### config.mk
export PLATFORM = sky130hd
export DESIGN_NAME = wb_trace_monitor
export DESIGN_NICKNAME = d
export VERILOG_FILES = /design/src/rtl/wb_trace_monitor.sv
export SDC_FILE = /design/constraint.sdc
export NUM_CORES = 1
export LEC_CHECK = 0
export CORE_MARGIN = 8
export CORE_UTILIZATION = 30
export CTS_BUF_LIST = sky130_fd_sc_hd__clkbuf_4
export CTS_CLUSTER_SIZE = 16
export DETAILED_ROUTE_END_ITERATION = 6
export HOLD_SLACK_MARGIN = 0.12
export PLACE_DENSITY_LB_ADDON = 0.25
export SLEW_MARGIN = 20
export SYNTH_ARGS = -nofsm -noshare
export SYNTH_HDL_FRONTEND = slang
export SYNTH_SLANG_ARGS = --single-unit
### constraint.sdc
create_clock -name clk -period 6.8 [get_ports clk]
set_clock_uncertainty 0.1 [all_clocks]
set_input_delay 0.68 -clock clk [delete_from_list [all_inputs] [get_ports clk]]
set_output_delay 0.68 -clock clk [all_outputs]
set_load 0.01 [all_outputs]
### src/rtl/wb_trace_monitor.sv
// wb_trace_monitor: stamps CPU register write-backs into a trace FIFO and flags program halt.
module wb_trace_monitor #(
  parameter int FIFO_DEPTH = 8,
  parameter int CYC_W      = 16,
  parameter int HALT_NOPS  = 5
) (
  input  logic              clk,
  input  logic              reset,
  input  logic [31:0]       instr_s1,
  input  logic              wb_en,
  input  logic [4:0]        wb_addr,
  input  logic [31:0]       wb_data,
  output logic              trc_valid,
  input  logic              trc_ready,
  output logic [CYC_W+36:0] trc_data,
  output logic [15:0]       wr_count,
  output logic              overflow,
  output logic              done
);
  localparam int AW = $clog2(FIFO_DEPTH);
  localparam int RW = CYC_W + 37;
  localparam int NW = $clog2(HALT_NOPS + 1);
  localparam logic [NW-1:0] HALT_N = NW'(HALT_NOPS);

  typedef enum logic [1:0] {RUN, COUNT, DRAIN, DONE} state_t;

  state_t          state_q, state_d;
  logic [CYC_W-1:0] cyc_q, cyc_d;
  logic [AW:0]     wr_ptr_q, wr_ptr_d, rd_ptr_q, rd_ptr_d;
  logic [15:0]     wr_count_q, wr_count_d;
  logic            overflow_q, overflow_d;
  logic [NW-1:0]   nop_q, nop_d, nop_inc;
  logic [1:0]      idle_q, idle_d;
  logic [RW-1:0]   mem_q [FIFO_DEPTH];
  logic            capture, empty, full, pop, push;

  always_comb begin
    capture    = wb_en && (wb_addr != 5'd0);
    empty      = wr_ptr_q == rd_ptr_q;
    full       = (wr_ptr_q[AW] != rd_ptr_q[AW]) && (wr_ptr_q[AW-1:0] == rd_ptr_q[AW-1:0]);
    pop        = !empty && trc_ready;
    push       = capture && (!full || pop);
    cyc_d      = cyc_q + 1'b1;
    wr_ptr_d   = push ? wr_ptr_q + 1'b1 : wr_ptr_q;
    rd_ptr_d   = pop ? rd_ptr_q + 1'b1 : rd_ptr_q;
    wr_count_d = (capture && wr_count_q != 16'hFFFF) ? wr_count_q + 16'd1 : wr_count_q;
    overflow_d = overflow_q || (capture && full && !pop);
  end

  always_ff @(posedge clk or posedge reset)
    if (reset) begin
      state_q    <= RUN;
      cyc_q      <= '0;
      wr_ptr_q   <= '0;
      rd_ptr_q   <= '0;
      wr_count_q <= '0;
      overflow_q <= 1'b0;
      nop_q      <= '0;
      idle_q     <= '0;
    end else begin
      state_q    <= state_d;
      cyc_q      <= cyc_d;
      wr_ptr_q   <= wr_ptr_d;
      rd_ptr_q   <= rd_ptr_d;
      wr_count_q <= wr_count_d;
      overflow_q <= overflow_d;
      nop_q      <= nop_d;
      idle_q     <= idle_d;
    end

  // Storage needs no reset: the head is masked to zero whenever the FIFO is empty.
  always_ff @(posedge clk)
    if (push) mem_q[wr_ptr_q[AW-1:0]] <= {cyc_q, wb_addr, wb_data};

  // idle_q counts prior quiet cycles in DRAIN; the current quiet cycle makes the fourth.
  always_comb begin
    state_d = state_q;
    nop_d   = nop_q;
    idle_d  = idle_q;
    nop_inc = nop_q + 1'b1;
    case (state_q)
      RUN:
        if (instr_s1 == 32'd0) begin
          nop_d   = NW'(1);
          idle_d  = '0;
          state_d = (HALT_N <= NW'(1)) ? DRAIN : COUNT;
        end
      COUNT:
        if (instr_s1 != 32'd0) begin
          nop_d   = '0;
          state_d = RUN;
        end else begin
          nop_d   = nop_inc;
          idle_d  = '0;
          state_d = (nop_inc == HALT_N) ? DRAIN : COUNT;
        end
      DRAIN: begin
        idle_d  = wb_en ? 2'd0 : (idle_q == 2'd3 ? idle_q : idle_q + 2'd1);
        state_d = (empty && !wb_en && idle_q == 2'd3) ? DONE : DRAIN;
      end
      default: state_d = DONE;
    endcase
  end

  always_comb begin
    trc_valid = !empty;
    trc_data  = empty ? '0 : mem_q[rd_ptr_q[AW-1:0]];
    wr_count  = wr_count_q;
    overflow  = overflow_q;
    done      = state_q == DONE;
  end
endmodule

==> flow_summary_export.csv <==
group,metric,value,unit
floorplanning,design.core.area,0.0605,mm^2
floorplanning,floorplan_die_area,0.0695,mm^2
timing,post_route_setup_tns,0,ns
finish,n_fill_cell,5582,
yosys,synth.yosys.warnings,0,
floorplanning,floorplan.die.width,264,um
timing,timing.final.crit_share,72.5,%
finish,seq_area,0.0139,mm^2
floorplanning,row_count,90,
yosys,synth_top_flop_cell,"edfxtp_1",
yosys,netlist.top_cell.by_area,"edfxtp_1",
cts,worst_setup_hold_path_clk_slew,0.07,ns
cts,clockBufferDepth,3,
cts,cts_tree,"yes",
yosys,ys_seq_area_share,75.8,%
finish,multi_input_area,0.00427,mm^2
power,switching_share,30.7,%
yosys,synth_fp_nets,972,
timing,worst_slack,1.87,ns
worst_setup_path,timing.critical_path.required,6.02,ns
yosys,post_synth_cell_types,44,
cts,tritoncts_num_sinks,472,
global_routing,first_global_vias,10438,
timing,setup_repair_after_global_routing_missed_its_margin,"no",
place,post_detailed_placement_half_perimeter_wirelength,21.8,mm
place,quantity_of_i_o_buffers_inserted_on_ports,144,
cts,cts.repair.resized,0,
yosys,synthCells,892,
finish,postLayoutCellArea,0.0226,mm^2
timing,period_needed,4.93,ns
routing,via_per_inst,4.70,
global_routing,globalRoute.totalOverflow,0,
finish,area_growth,22.6,%
cts,clk_root_buffer_cell,"clkbuf_4",
place,worst_slack_at_placement,2.70,ns
yosys,synth_largest_type_area_fraction,69.2,%
power,ir_drop,0.000338,V
timing,timing.slew.headroom,31.0,%
power,p_leak,7.71,nW
yosys,synthTopCellsByArea,"edfxtp_1 69%, mux4_2 13%, dfrtp_1 6.5%, mux2i_1 2.9%, nor2_1 1.4%",
power,pwr-share-clk,27.7,%
place,weighted_congestion_reported_at_the_end_of_routability_driven_placement,0.715,
routing,via_count,9485,
worst_setup_path,worst-setup-path-type,"flop to output port",
cts,cts_htree_levels,4,
global_routing,global_route.usage.total,12.1,%
routing,drcViolationCount,0,
yosys,synth-async-reset-ratio,10.2,%
place,detailed_place.area,0.0208,mm^2
power,power.sequential.fraction,39.8,%
cts,cts-buffers-inserted,130,
timing,finalHoldViolations,0,
timing,finalSetupViolations,0,
finish,most_common_library_cell_in_the_layout_ignoring_fill_and_taps,"edfxtp_1",
yosys,post_synth_instance_area,0.0184,mm^2
worst_setup_path,start_kind,"flop",
routing,detailedRoute.firstPassIterationCount,4,
power,comb_power_share,32.5,%
power,fin_total_pwr,0.00969,W
yosys,number_of_enable_type_register_cells_in_the_synthesized_netlist,424,
power,power_report.internal_total,0.00671,W
worst_setup_path,path_max_fanout,43,
finish,drive_gt1_share,28.3,%
power,p_switching,0.00298,W
hold_path,class_of_the_tightest_hold_or_removal_check,"flop to flop",
timing,final_max_slew_viol_count,0,
finish,fin_nets,1225,
finish,mostFrequentLayoutCells,"424 x edfxtp_1, 186 x clkbuf_4, 144 x clkdlybuf4s50_1, 106 x mux4_2, 67 x nor2_1",
global_routing,grt_pass1_wl,63.2,mm
routing,route.detailed.wl_per_inst,20.6,um
yosys,ys_ff_latch,472,
status,status,"completed",
floorplanning,die-height,264,um
power,powerDensity,430,mW/mm^2
worst_setup_path,arrival,4.15,ns
job,max_cap_violations,0,
worst_setup_path,critPathCaptureType,"output port",
global_routing,number_of_antenna_violations_at_the_first_check_in_global_routing,5,
routing,initialDrtViolationCount,421,
floorplanning,ios,145,
timing,worst_pin_slew,1.03,ns
cts,clkLatencyLatePin,0.91,ns
routing,detail_route.wirelength,41.7,mm
floorplanning,floorplan.initialDensity,30.4,%
routing,drtAntennaViolNets,0,
global_routing,grt_start_max_net_pins,95,
yosys,post_synthesis_area_per_instance,20.6,um^2
timing,achievable-frequency,0.203,GHz
[cells by family after synthesis]
family,after synthesis,synth area share (%)
AO/OA/AOI/OAI,20,0.769
adder cells (fa/ha/maj),7,0.476
AND/OR/NAND/NOR,144,3.81
XOR/XNOR,40,1.91
multiplexers,162,16.1
flip-flops,472,75.8
buffers and inverters,47,1.22
[cells in the mapped netlist (3+ instances only)]
cell type,instances
dfrtp_1,48
nand3_1,16
a21oi_1,3
buf_1,5
edfxtp_1,424
xor2_1,16
nor2_1,67
inv_1,8
ha_1,7
mux2_2,3
mux2i_1,53
clkbuf_1,10
xnor2_1,24
nor4_1,9
buf_2,19
o21ai_0,6
nor3_1,4
and3_1,9
nand4_1,10
mux4_2,106
nand2_1,16
[area by class of cell]
class                           instances  area share, %
Inverter                                8          0.133
Tap cell                              782           4.34
Clock inverter                         36           1.55
Multi-Input combinational cell        373           18.9
Timing Repair Buffer                  160           6.99
Clock buffer                          186           6.19
Antenna cell                            2         0.0222
Sequential cell                       472           61.8
[power groups by stage]
stage	clock (W)	sequential, W	combinational [W]
after global routing	0.00296	0.00391	0.00343
after detailed placement	0	0.00393	0.00326
final	0.00268	0.00386	0.00315
after global placement	0	0.00391	0.00326
after CTS	0.00281	0.00387	0.00327
after floorplan	0	0.00379	0.00193
[critical path, stage by stage, from the launching register on]
cell and delay (ns):
dfrtp_4 0.89, xor2_1 0.16, nor3_2 0.28, and2_2 0.55, buf_4 0.56, nor2_1 0.24
clkdlybuf4s50_1 0.55
[final timing paths]
check | startpoint | end | slack [ns] | cells past startpoint
max in group asynchronous | reset | rd_ptr_q[0] | 5.35 | 4
min | overflow | overflow | 0.39 | 1
max | rd_ptr_q[1] | trc_data[43] | 1.87 | 6
min reg2reg | overflow | overflow | 0.39 | 1
max reg2reg | rd_ptr_q[1] | mem_q[5][52] | 3.40 | 7
min in group asynchronous | reset | wr_count[9] | 0.70 | 4
[metal layers]
layer  vias to the layer above  global-route usage (%)  wire, um  part of all wire (%)
met5                         -                       0        36                 0.086
met4                         6                    3.89       503                   1.2
met3                        48                    5.31      2900                   6.9
met2                       267                    18.8     19600                    47
met1                      4958                    15.0     18600                    45
li1                       4206                       -         -                     -
[timing repair]
action | 4_1_cts | 5_1_grt
endpoints found under the setup margin | 0 | 0
hold buffers | 1 | 0
setup buffers | 0 | 0
endpoints found under the hold margin | 48 | 0
[metrics by stage]
stage / instances / hold slack [ns] / utilization (%)
2_1_floorplan: 892 / 0.362 / -
3_3_place_gp: 1794 / 0.372 / 34.4
3_5_place_dp: 1794 / 0.371 / 34.4
4_1_cts: 2017 / 0.239 / 37.3
5_1_grt: 2019 / 0.266 / 37.3
6_report: 2019 / 0.386 / 37.3
[registers in the layout, indices dropped and copies added (netlist names)]
register  cells
wr_ptr_q      4
overflow      1
rd_ptr_q      4
state_q       2
wr_count     16
mem_q       424
idle_q        2
nop_q         3
cyc_q        16
(Power assumes the default switching activity.)
